--- src/rtl/seq_mul_pkg.sv ---
// seq_mul_pkg: shared FSM state type and counter sizing for the sequential multiplier
package seq_mul_pkg;
  typedef enum logic [1:0] {IDLE, CALC, DONE} state_e;
  function automatic int cnt_w(input int w);
    return $clog2(w + 1);
  endfunction
endpackage

--- src/rtl/seq_mul_negate.sv ---
// seq_mul_negate: conditional two's-complement negate
//   en_i  negate when high
//   x_i   input value (N bits)
//   y_o   en_i ? -x_i : x_i
module seq_mul_negate #(
  parameter int N = 4
) (
  input  logic         en_i,
  input  logic [N-1:0] x_i,
  output logic [N-1:0] y_o
);
  assign y_o = en_i ? -x_i : x_i;
endmodule

--- src/rtl/seq_mul_param.sv ---
// seq_mul_param: parametrised shift-add sequential multiplier, signed or unsigned per operation
//   clk, rst     clock, synchronous active-high reset
//   start        request, sampled when busy is low
//   signed_mode  two's-complement operands/result when high, sampled with start
//   a, b         multiplicand and multiplier, sampled with start
//   busy         high while the shift-add loop runs
//   done         one-cycle pulse when product is updated
//   product      2*WIDTH-bit result, held until the next done
module seq_mul_param
  import seq_mul_pkg::*;
#(
  parameter int WIDTH = 4
) (
  input  logic               clk,
  input  logic               rst,
  input  logic               start,
  input  logic               signed_mode,
  input  logic [WIDTH-1:0]   a,
  input  logic [WIDTH-1:0]   b,
  output logic               busy,
  output logic               done,
  output logic [2*WIDTH-1:0] product
);
  localparam int CW = cnt_w(WIDTH);
  state_e             state_q;
  logic [2*WIDTH-1:0] acc_q, mcand_q, product_q, acc_d, res_d;
  logic [WIDTH-1:0]   mplier_q, mag_a, mag_b;
  logic [CW-1:0]      count_q;
  logic               neg_q, busy_q, done_q;
  seq_mul_negate #(.N(WIDTH)) u_mag_a (.en_i(signed_mode & a[WIDTH-1]), .x_i(a), .y_o(mag_a));
  seq_mul_negate #(.N(WIDTH)) u_mag_b (.en_i(signed_mode & b[WIDTH-1]), .x_i(b), .y_o(mag_b));
  assign acc_d = acc_q + (mplier_q[0] ? mcand_q : '0);
  // Sign fix uses the accumulator including the final iteration so product lands on the done edge.
  seq_mul_negate #(.N(2*WIDTH)) u_fix (.en_i(neg_q), .x_i(acc_d), .y_o(res_d));
  always_ff @(posedge clk) begin
    if (rst) begin
      state_q   <= IDLE;
      acc_q     <= '0;
      mcand_q   <= '0;
      mplier_q  <= '0;
      count_q   <= '0;
      neg_q     <= 1'b0;
      busy_q    <= 1'b0;
      done_q    <= 1'b0;
      product_q <= '0;
    end else begin
      done_q <= 1'b0;
      case (state_q)
        IDLE, DONE: begin
          state_q <= start ? CALC : IDLE;
          busy_q  <= start;
          if (start) begin
            mcand_q  <= {{WIDTH{1'b0}}, mag_a};
            mplier_q <= mag_b;
            neg_q    <= signed_mode & (a[WIDTH-1] ^ b[WIDTH-1]);
            acc_q    <= '0;
            count_q  <= '0;
          end
        end
        CALC: begin
          acc_q    <= acc_d;
          mcand_q  <= mcand_q << 1;
          mplier_q <= mplier_q >> 1;
          count_q  <= count_q + CW'(1);
          if (count_q == CW'(WIDTH - 1)) begin
            state_q   <= DONE;
            busy_q    <= 1'b0;
            done_q    <= 1'b1;
            product_q <= res_d;
          end
        end
        default: state_q <= IDLE;
      endcase
    end
  end
  assign busy    = busy_q;
  assign done    = done_q;
  assign product = product_q;
endmodule

--- config.mk ---
export PLATFORM = sky130hd
export DESIGN_NAME = seq_mul_param
export DESIGN_NICKNAME = d
export VERILOG_FILES = /design/src/rtl/seq_mul_pkg.sv /design/src/rtl/seq_mul_negate.sv /design/src/rtl/seq_mul_param.sv
export SDC_FILE = /design/constraint.sdc
export NUM_CORES = 1
export LEC_CHECK = 0
export BUFFER_PORTS_ARGS = -buffer_cell sky130_fd_sc_hd__buf_2
export CORE_UTILIZATION = 57
export DETAILED_ROUTE_END_ITERATION = 8
export PLACE_DENSITY = 0.79
export RECOVER_POWER = 25
export SYNTH_ARGS = -nofsm -noshare
export SYNTH_HDL_FRONTEND = slang
export SYNTH_SLANG_ARGS = --single-unit
--- constraint.sdc ---
create_clock -name clk -period 3.4 [get_ports clk]
set_clock_uncertainty 0.05 [all_clocks]
set_input_delay 0.51 -clock clk [delete_from_list [all_inputs] [get_ports clk]]
set_output_delay 0.51 -clock clk [all_outputs]
set_load 0.01 [all_outputs]
==> run summary, run 1 <==
result of the run: finished, final reports clean
Final setup viols: 0
total power consumption of the routed design: 0.000778 W
maximum achievable frequency: 0.361 GHz
total congestion overflow after global routing: 0
setup repair after global routing missed its margin: no
Mean Syn Cell Area: 8.55 um2
number of vias after detailed routing: 1517
master cell of the clock root buffer: sky130_fd_sc_hd__clkbuf_4
cell count after synthesis: 218
Antenna Nets Post-Route: 0
Final #Nets: 261
clock transition at the registers of the reported paths: 0.11 ns
detailed placer's ending HPWL: 2500 um
Core Footprint: 3080 um2
count of buffers inserted at the top-level ports: 21
Yosys warning count: 0
via count of the first global-routing pass: 1360
number of primary I/O pins: 22
effective utilization at floorplan: 60.5%
critical path launch point: mplier_q[0]$_SDFFE_PP0P_
worst path bufs/invs: 0
maximum level of the CTS H-tree: 2
highest-count cells in the layout ignoring fill and taps: sky130_fd_sc_hd__dfxtp_1, sky130_fd_sc_hd__nor2_1, sky130_fd_sc_hd__a22oi_1
cell depth of the worst flop-to-flop path: 9
prevailing post-synth register cell: sky130_fd_sc_hd__dfxtp_1
clock latency reported for the late side of the worst-skew pair: 0.34 ns
flip-flop and latch count after synthesis: 36
Worst Hold Class: reg -> reg
leak pwr: 0.844 nW
WHS Path Cells: 2
setup TNS after final layout: 0 ns
total die area: 3500 um2
slack of the critical path: 0.632 ns
clock buffer count from CTS: 5
max-capacitance violation count: 0
wire length of the first global-routing pass: 5870 um
FFs w/ async S/R, synth: 0%
routed vias/inst: 5.42
time the worst path needs with I/O delays and setup: 2.77 ns
share of post-route cells with drive strength above 1: 11.0%
DP Worst Slack: 0.663 ns
sequential share of the synthesized area: 38.7%
wire length per cell: 12.6 um
Netlist Area Pre-Place: 1860 um2
largest net degree at the start of global routing: 37
number of search-and-repair iterations in the first detailed-routing pass: 5
biggest fanout along the worst timing path: 9
startpoint of the lowest-slack register-to-register path: mplier_q[0]$_SDFFE_PP0P_
Max stage delay on crit path: 0.54 ns
Top Family by Delay on Critical Path: simple AND/OR/NAND/NOR gates
number of antenna repair diodes: 0
width of the die: 59.2 um
number of max-slew violations in the final report: 0
Max IR drop VDD: 0.224 mV
CTS tree: done
syn nets: 243
DRC violations left: 0
worst endpoint data arrival time: 2.98 ns
Worst Path Required: 3.61 ns
non-filler cells, final: 280
Worst-Margin Slew: 1.01 ns
launching element type of the critical path: register
antenna violations before repair: 0
Row Count: 20
Post-Place Cells: 273
buffers inserted by post-CTS timing repair: 0
number of buffers added to fix hold violations after cts: 0
distinct cell type count after synthesis: 34
number of failing hold endpoints at the final stage: 0
worst relative slew slack: 32.4%
type of element capturing the critical path: register
Max stage delay cell, worst path: sky130_fd_sc_hd__or4_4
area added between synthesis and finish: 9.74%
number of fillers in the final layout: 276
leading cell type in the layout, fill and taps excluded: sky130_fd_sc_hd__dfxtp_1
cell count along the critical path: 9
fraction of the cycle the final worst path needs: 81.4%
endpoint of the lowest-slack register-to-register path: product[7]$_SDFFE_PP0P_
worst setup path end: product[7]$_SDFFE_PP0P_
Bufs on Longest Clock Path: 2
EDFF count, synth: 0
r2r setup slk: 0.63 ns
number of resized instances in the post-cts repair step: 0
cell-by-cell trace of the critical path: and2_1 > ha_1 > fa_1 > a211oi_1 > nor2_1 > xor2_1 > or4_4 > o21a_1 > o211ai_1
total routing usage reported by global routing: 22.5%
wire length reported by the detailed router: 3520 um
Power Dens Cells: 380 nW/um2
violation count after the first detailed-routing iteration: 79
die outline height: 59.2 um
category of the critical setup timing path: reg -> reg
clock tree sinks: 36
Final Hold Slack: 0.406 ns
final weighted congestion in routability-driven placement: 0.765
## worst register-to-register path: stages (launching register included)
cell and delay, ns:
sky130_fd_sc_hd__dfxtp_1 0.37, sky130_fd_sc_hd__and2_1 0.16, sky130_fd_sc_hd__ha_1 0.20, sky130_fd_sc_hd__fa_1 0.41, sky130_fd_sc_hd__a211oi_1 0.29, sky130_fd_sc_hd__nor2_1 0.10
sky130_fd_sc_hd__xor2_1 0.20, sky130_fd_sc_hd__or4_4 0.54, sky130_fd_sc_hd__o21a_1 0.18, sky130_fd_sc_hd__o211ai_1 0.19
## worst min path at each step
stage	start	end
floorplan	mplier_q[3]$_SDFFE_PP0P_	mplier_q[3]$_SDFFE_PP0P_
global placement	product[2]$_SDFFE_PP0P_	product[2]$_SDFFE_PP0P_
detailed placement	product[2]$_SDFFE_PP0P_	product[2]$_SDFFE_PP0P_
CTS	product[0]$_SDFFE_PP0P_	product[0]$_SDFFE_PP0P_
global route	product[2]$_SDFFE_PP0P_	product[2]$_SDFFE_PP0P_
finish	product[2]$_SDFFE_PP0P_	product[2]$_SDFFE_PP0P_
## cells in the mapped netlist (all sizes together), types with 2 or more instances
cell type	number	share of area, %
a211oi	6	2.4
a21o	2	0.87
a21oi	16	4.3
a221oi	3	1.7
a22oi	19	7.7
and2	8	2.7
clkbuf	12	2.4
dfxtp	36	39
ha	12	8.1
inv	9	1.8
mux2i	2	1.1
nand2	17	3.4
nand2b	2	0.67
nand3	5	1.3
nor2	32	6.4
nor2b	3	1.0
o211ai	2	0.81
o21ai	2	0.54
o31ai	3	1.2
xnor2	5	2.4
xor2	11	5.2
## layer usage
metal  vias to the layer above  global-route usage (%)  routed length [um]
met4                         0                    8.84                  59
met3                         6                    6.11                 127
li1                        797                       -                   -
met1                       688                    27.7                1740
met5                         -                       0                   0
met2                        26                    37.5                1600
## power by group
group | switching, W | total (W) | internal [W] | leakage, nW
Clock | 0.000140 | 0.000257 | 0.000117 | 0.0374
Sequential | 0.00000898 | 0.000441 | 0.000432 | 0.292
Combinational | 0.0000500 | 0.0000791 | 0.0000292 | 0.515
## metrics by stage
stage               utilization [%]  cell area [um2]
floorplan                         -             1860
global placement               64.8             1990
detailed placement             64.8             1990
CTS                            66.9             2060
global route                   66.4             2040
finish                         66.4             2040
## cell families after synthesis
logic type	Yosys count	synth area share [%]
and+or+nand+nor	72	17.6
AOI/OAI and AO/OA	58	21.8
DFF	36	38.7
buffers and inverters	21	4.23
xor gates and xnor gates	16	7.52
adders and majority gates	13	9.13
muxes	2	1.07
## final cells by class
class | count | area [um2] | share of cell area, %
flip-flops and latches | 36 | 721 | 35.3
repair buffers | 23 | 106 | 5.20
multi-input cells | 161 | 1060 | 52.0
clock buffers | 7 | 65.1 | 3.18
inverters | 9 | 33.8 | 1.65
well taps | 44 | 55.1 | 2.69
## state kept, by name, indices dropped and copies added (netlist names)
name and flops:
state_q 2, neg_q 1, product 8, mplier_q 4, count_q 3, done 1, mcand_q 8, busy 1
acc_q 8
(Power assumes the default switching activity.)
==> run 2: changes to the inputs <==
Settings changed: ABC_AREA set to 1, CORE_UTILIZATION 57 to 52, PLACE_DENSITY 0.79 to 0.76.
Clock period 3.4 ns to 2.26 ns, I/O delays scaled along.
==> run summary, run 2 <==
Max IR drop VDD: 0.425 mV
Max stage delay on crit path: 0.46 ns
number of vias after detailed routing: 1811
clock power share: 40.8%
share of post-route cells with drive strength above 1: 13.9%
setup repair after global routing missed its margin: no
placement-stage cell area: 2140 um2
total routing usage reported by global routing: 21.8%
clock tree sinks: 36
cell accounting for the most synthesized area: sky130_fd_sc_hd__dfxtp_1
count of buffers inserted at the top-level ports: 21
violation count after the first detailed-routing iteration: 91
cell count after synthesis: 284
worst relative slew slack: 66.8%
Worst Path Required: 2.39 ns
number of fillers in the final layout: 349
FFs w/ async S/R, synth: 0%
maximum achievable frequency: 0.493 GHz
worst endpoint data arrival time: 2.16 ns
total congestion overflow after global routing: 0
prevailing post-synth register cell: sky130_fd_sc_hd__dfxtp_1
total die area: 4060 um2
CTS tree: done
sequential share of power: 49.1%
leak pwr: 1.04 nW
Yosys warning count: 0
flip-flop and latch count after synthesis: 36
Mean Syn Cell Area: 6.97 um2
width of the die: 63.7 um
DRC violations left: 0
setup TNS after final layout: 0 ns
Worst-Margin Slew: 0.497 ns
Core Footprint: 3660 um2
via count of the first global-routing pass: 1680
cell-by-cell trace of the critical path: nand2_1 > inv_1 > ha_2 > fa_2 > inv_2 > ha_1 > inv_1 > nor2_2 > nand3_1 > nand3_1 > nand2_1 > nor2_1 > nor2_1
WHS Path Cells: 3
clock buffer count from CTS: 5
clock transition at the registers of the reported paths: 0.08 ns
number of primary I/O pins: 22
routed vias/inst: 5.07
power share of the combinational group: 10.1%
detailed placer's ending HPWL: 2910 um
type of element capturing the critical path: register
number of max-slew violations in the final report: 0
Worst Hold Class: in -> reg
syn nets: 309
effective utilization at floorplan: 54.1%
wire length per cell: 10.8 um
power spent charging and discharging nets: 0.000328 W
buffers inserted by post-CTS timing repair: 0
category of the critical setup timing path: reg -> reg
Max stage delay cell, worst path: sky130_fd_sc_hd__fa_2
leading cell type by number of instances after synthesis: sky130_fd_sc_hd__nand2_1
summed area of non-filler cells in the final layout: 2240 um2
wire length of the first global-routing pass: 7000 um
wire length reported by the detailed router: 3850 um
Power Dens Cells: 605 nW/um2
Bufs on Longest Clock Path: 2
final weighted congestion in routability-driven placement: 0.827
biggest fanout along the worst timing path: 3
Netlist Area Pre-Place: 1980 um2
largest net degree at the start of global routing: 20
cell depth of the worst flop-to-flop path: 13
sequential share of the synthesized area: 36.4%
antenna violations before repair: 0
launching element type of the critical path: register
number of antenna repair diodes: 0
Post-Place Cells: 349
maximum level of the CTS H-tree: 2
highest-count cells in the layout ignoring fill and taps: sky130_fd_sc_hd__nand2_1, sky130_fd_sc_hd__dfxtp_1, sky130_fd_sc_hd__inv_1
cell types occupying the most area after synthesis: sky130_fd_sc_hd__dfxtp_1, sky130_fd_sc_hd__nand2_1, sky130_fd_sc_hd__ha_1
number of search-and-repair iterations in the first detailed-routing pass: 4
non-filler cells, final: 357
fraction of the cycle the final worst path needs: 89.8%
leading cell type in the layout, fill and taps excluded: sky130_fd_sc_hd__nand2_1
Final setup viols: 0
number of failing hold endpoints at the final stage: 0
Final #Nets: 333
EDFF count, synth: 0
Internal Power: 0.00103 W
area share of the largest cell type after synthesis: 36.4%
distinct cell type count after synthesis: 29
Antenna Nets Post-Route: 0
net switching share of the total power: 24.2%
max-capacitance violation count: 0
Row Count: 22
time the worst path needs with I/O delays and setup: 2.03 ns
die outline height: 63.7 um
area added between synthesis and finish: 13.2%
result of the run: finished, final reports clean
clock latency reported for the late side of the worst-skew pair: 0.29 ns
Commonest cells post-synth: sky130_fd_sc_hd__nand2_1, sky130_fd_sc_hd__dfxtp_1, sky130_fd_sc_hd__inv_1, sky130_fd_sc_hd__a21oi_1, sky130_fd_sc_hd__nand3_1
master cell of the clock root buffer: sky130_fd_sc_hd__clkbuf_8
run 2: worst max-delay path: cells and delay by family, from the launching register on:
kind,cells,cell delay (ns)
fa+ha+maj,3,0.80
simple gates,7,0.56
flops,1,0.35
buf+inv,3,0.18
run 2: worst paths after layout:
kind	from	slack [ns]	endpoint
worst max-delay path	mplier_q[0]$_SDFFE_PP0P_	0.23	product[6]$_SDFFE_PP0P_
worst min-delay path	a[0]	0.28	mcand_q[0]$_SDFFE_PP0P_
worst max register to register	mplier_q[0]$_SDFFE_PP0P_	0.23	product[6]$_SDFFE_PP0P_
worst min register to register	count_q[0]$_SDFFE_PP0P_	0.41	count_q[0]$_SDFFE_PP0P_
run 2: layout make-up:
type,instances,area [um2],area share [%]
clock buffer,6,72.6,3.24
clock inverter,2,35.0,1.56
inverter,38,143,6.36
multi-input combinational,201,1080,48.3
sequential,36,722,32.2
tap,48,60.1,2.68
timing repair buffer,26,126,5.64
run 2: through the flow:
stage / setup WS (ns) / utilization [%] / power, W / hold slack [ns]
detailed placement: 0.192 / 58.4 / 0.000819 / 0.398
CTS: 0.194 / 61.4 / 0.00137 / 0.277
global route: 0.00601 / 61.2 / 0.00142 / 0.269
global placement: 0.238 / 58.4 / 0.000816 / 0.398
floorplan: 0.211 / - / 0.000773 / 0.379
finish: 0.230 / 61.2 / 0.00136 / 0.275
run 2: per-layer routing:
layer | share of wire, % | global-route usage [%]
met3 | 3.0 | 5.07
met5 | 0 | 0
met1 | 48 | 26.3
met2 | 48 | 37.0
met4 | 1.2 | 8.81
run 2: what timing repair did:
item                                    4_1_cts  5_1_grt
endpoints found under the hold margin         0        0
endpoints found under the setup margin        0        2
hold buffers                                  0        0
gates resized for setup                       0        5
run 2: logic make-up (layout without fill, tap and decap cells):
kind of cell,count (synthesis),after routing,share of synthesized area [%]
compound gates,53,53,15.3
xor+xnor,6,6,2.65
fa+ha+maj,13,13,8.59
buf+inv,47,72,9.41
flops,36,36,36.4
simple gates,129,129,27.7
run 2: power groups by stage:
stage	registers, W	clock network [W]	logic (W)
final	0.000666	0.000553	0.000137
after global routing	0.000668	0.000594	0.000157
after CTS	0.000665	0.000569	0.000140
after detailed placement	0.000680	0	0.000139
after global placement	0.000679	0	0.000137
after floorplan	0.000677	0	0.0000958
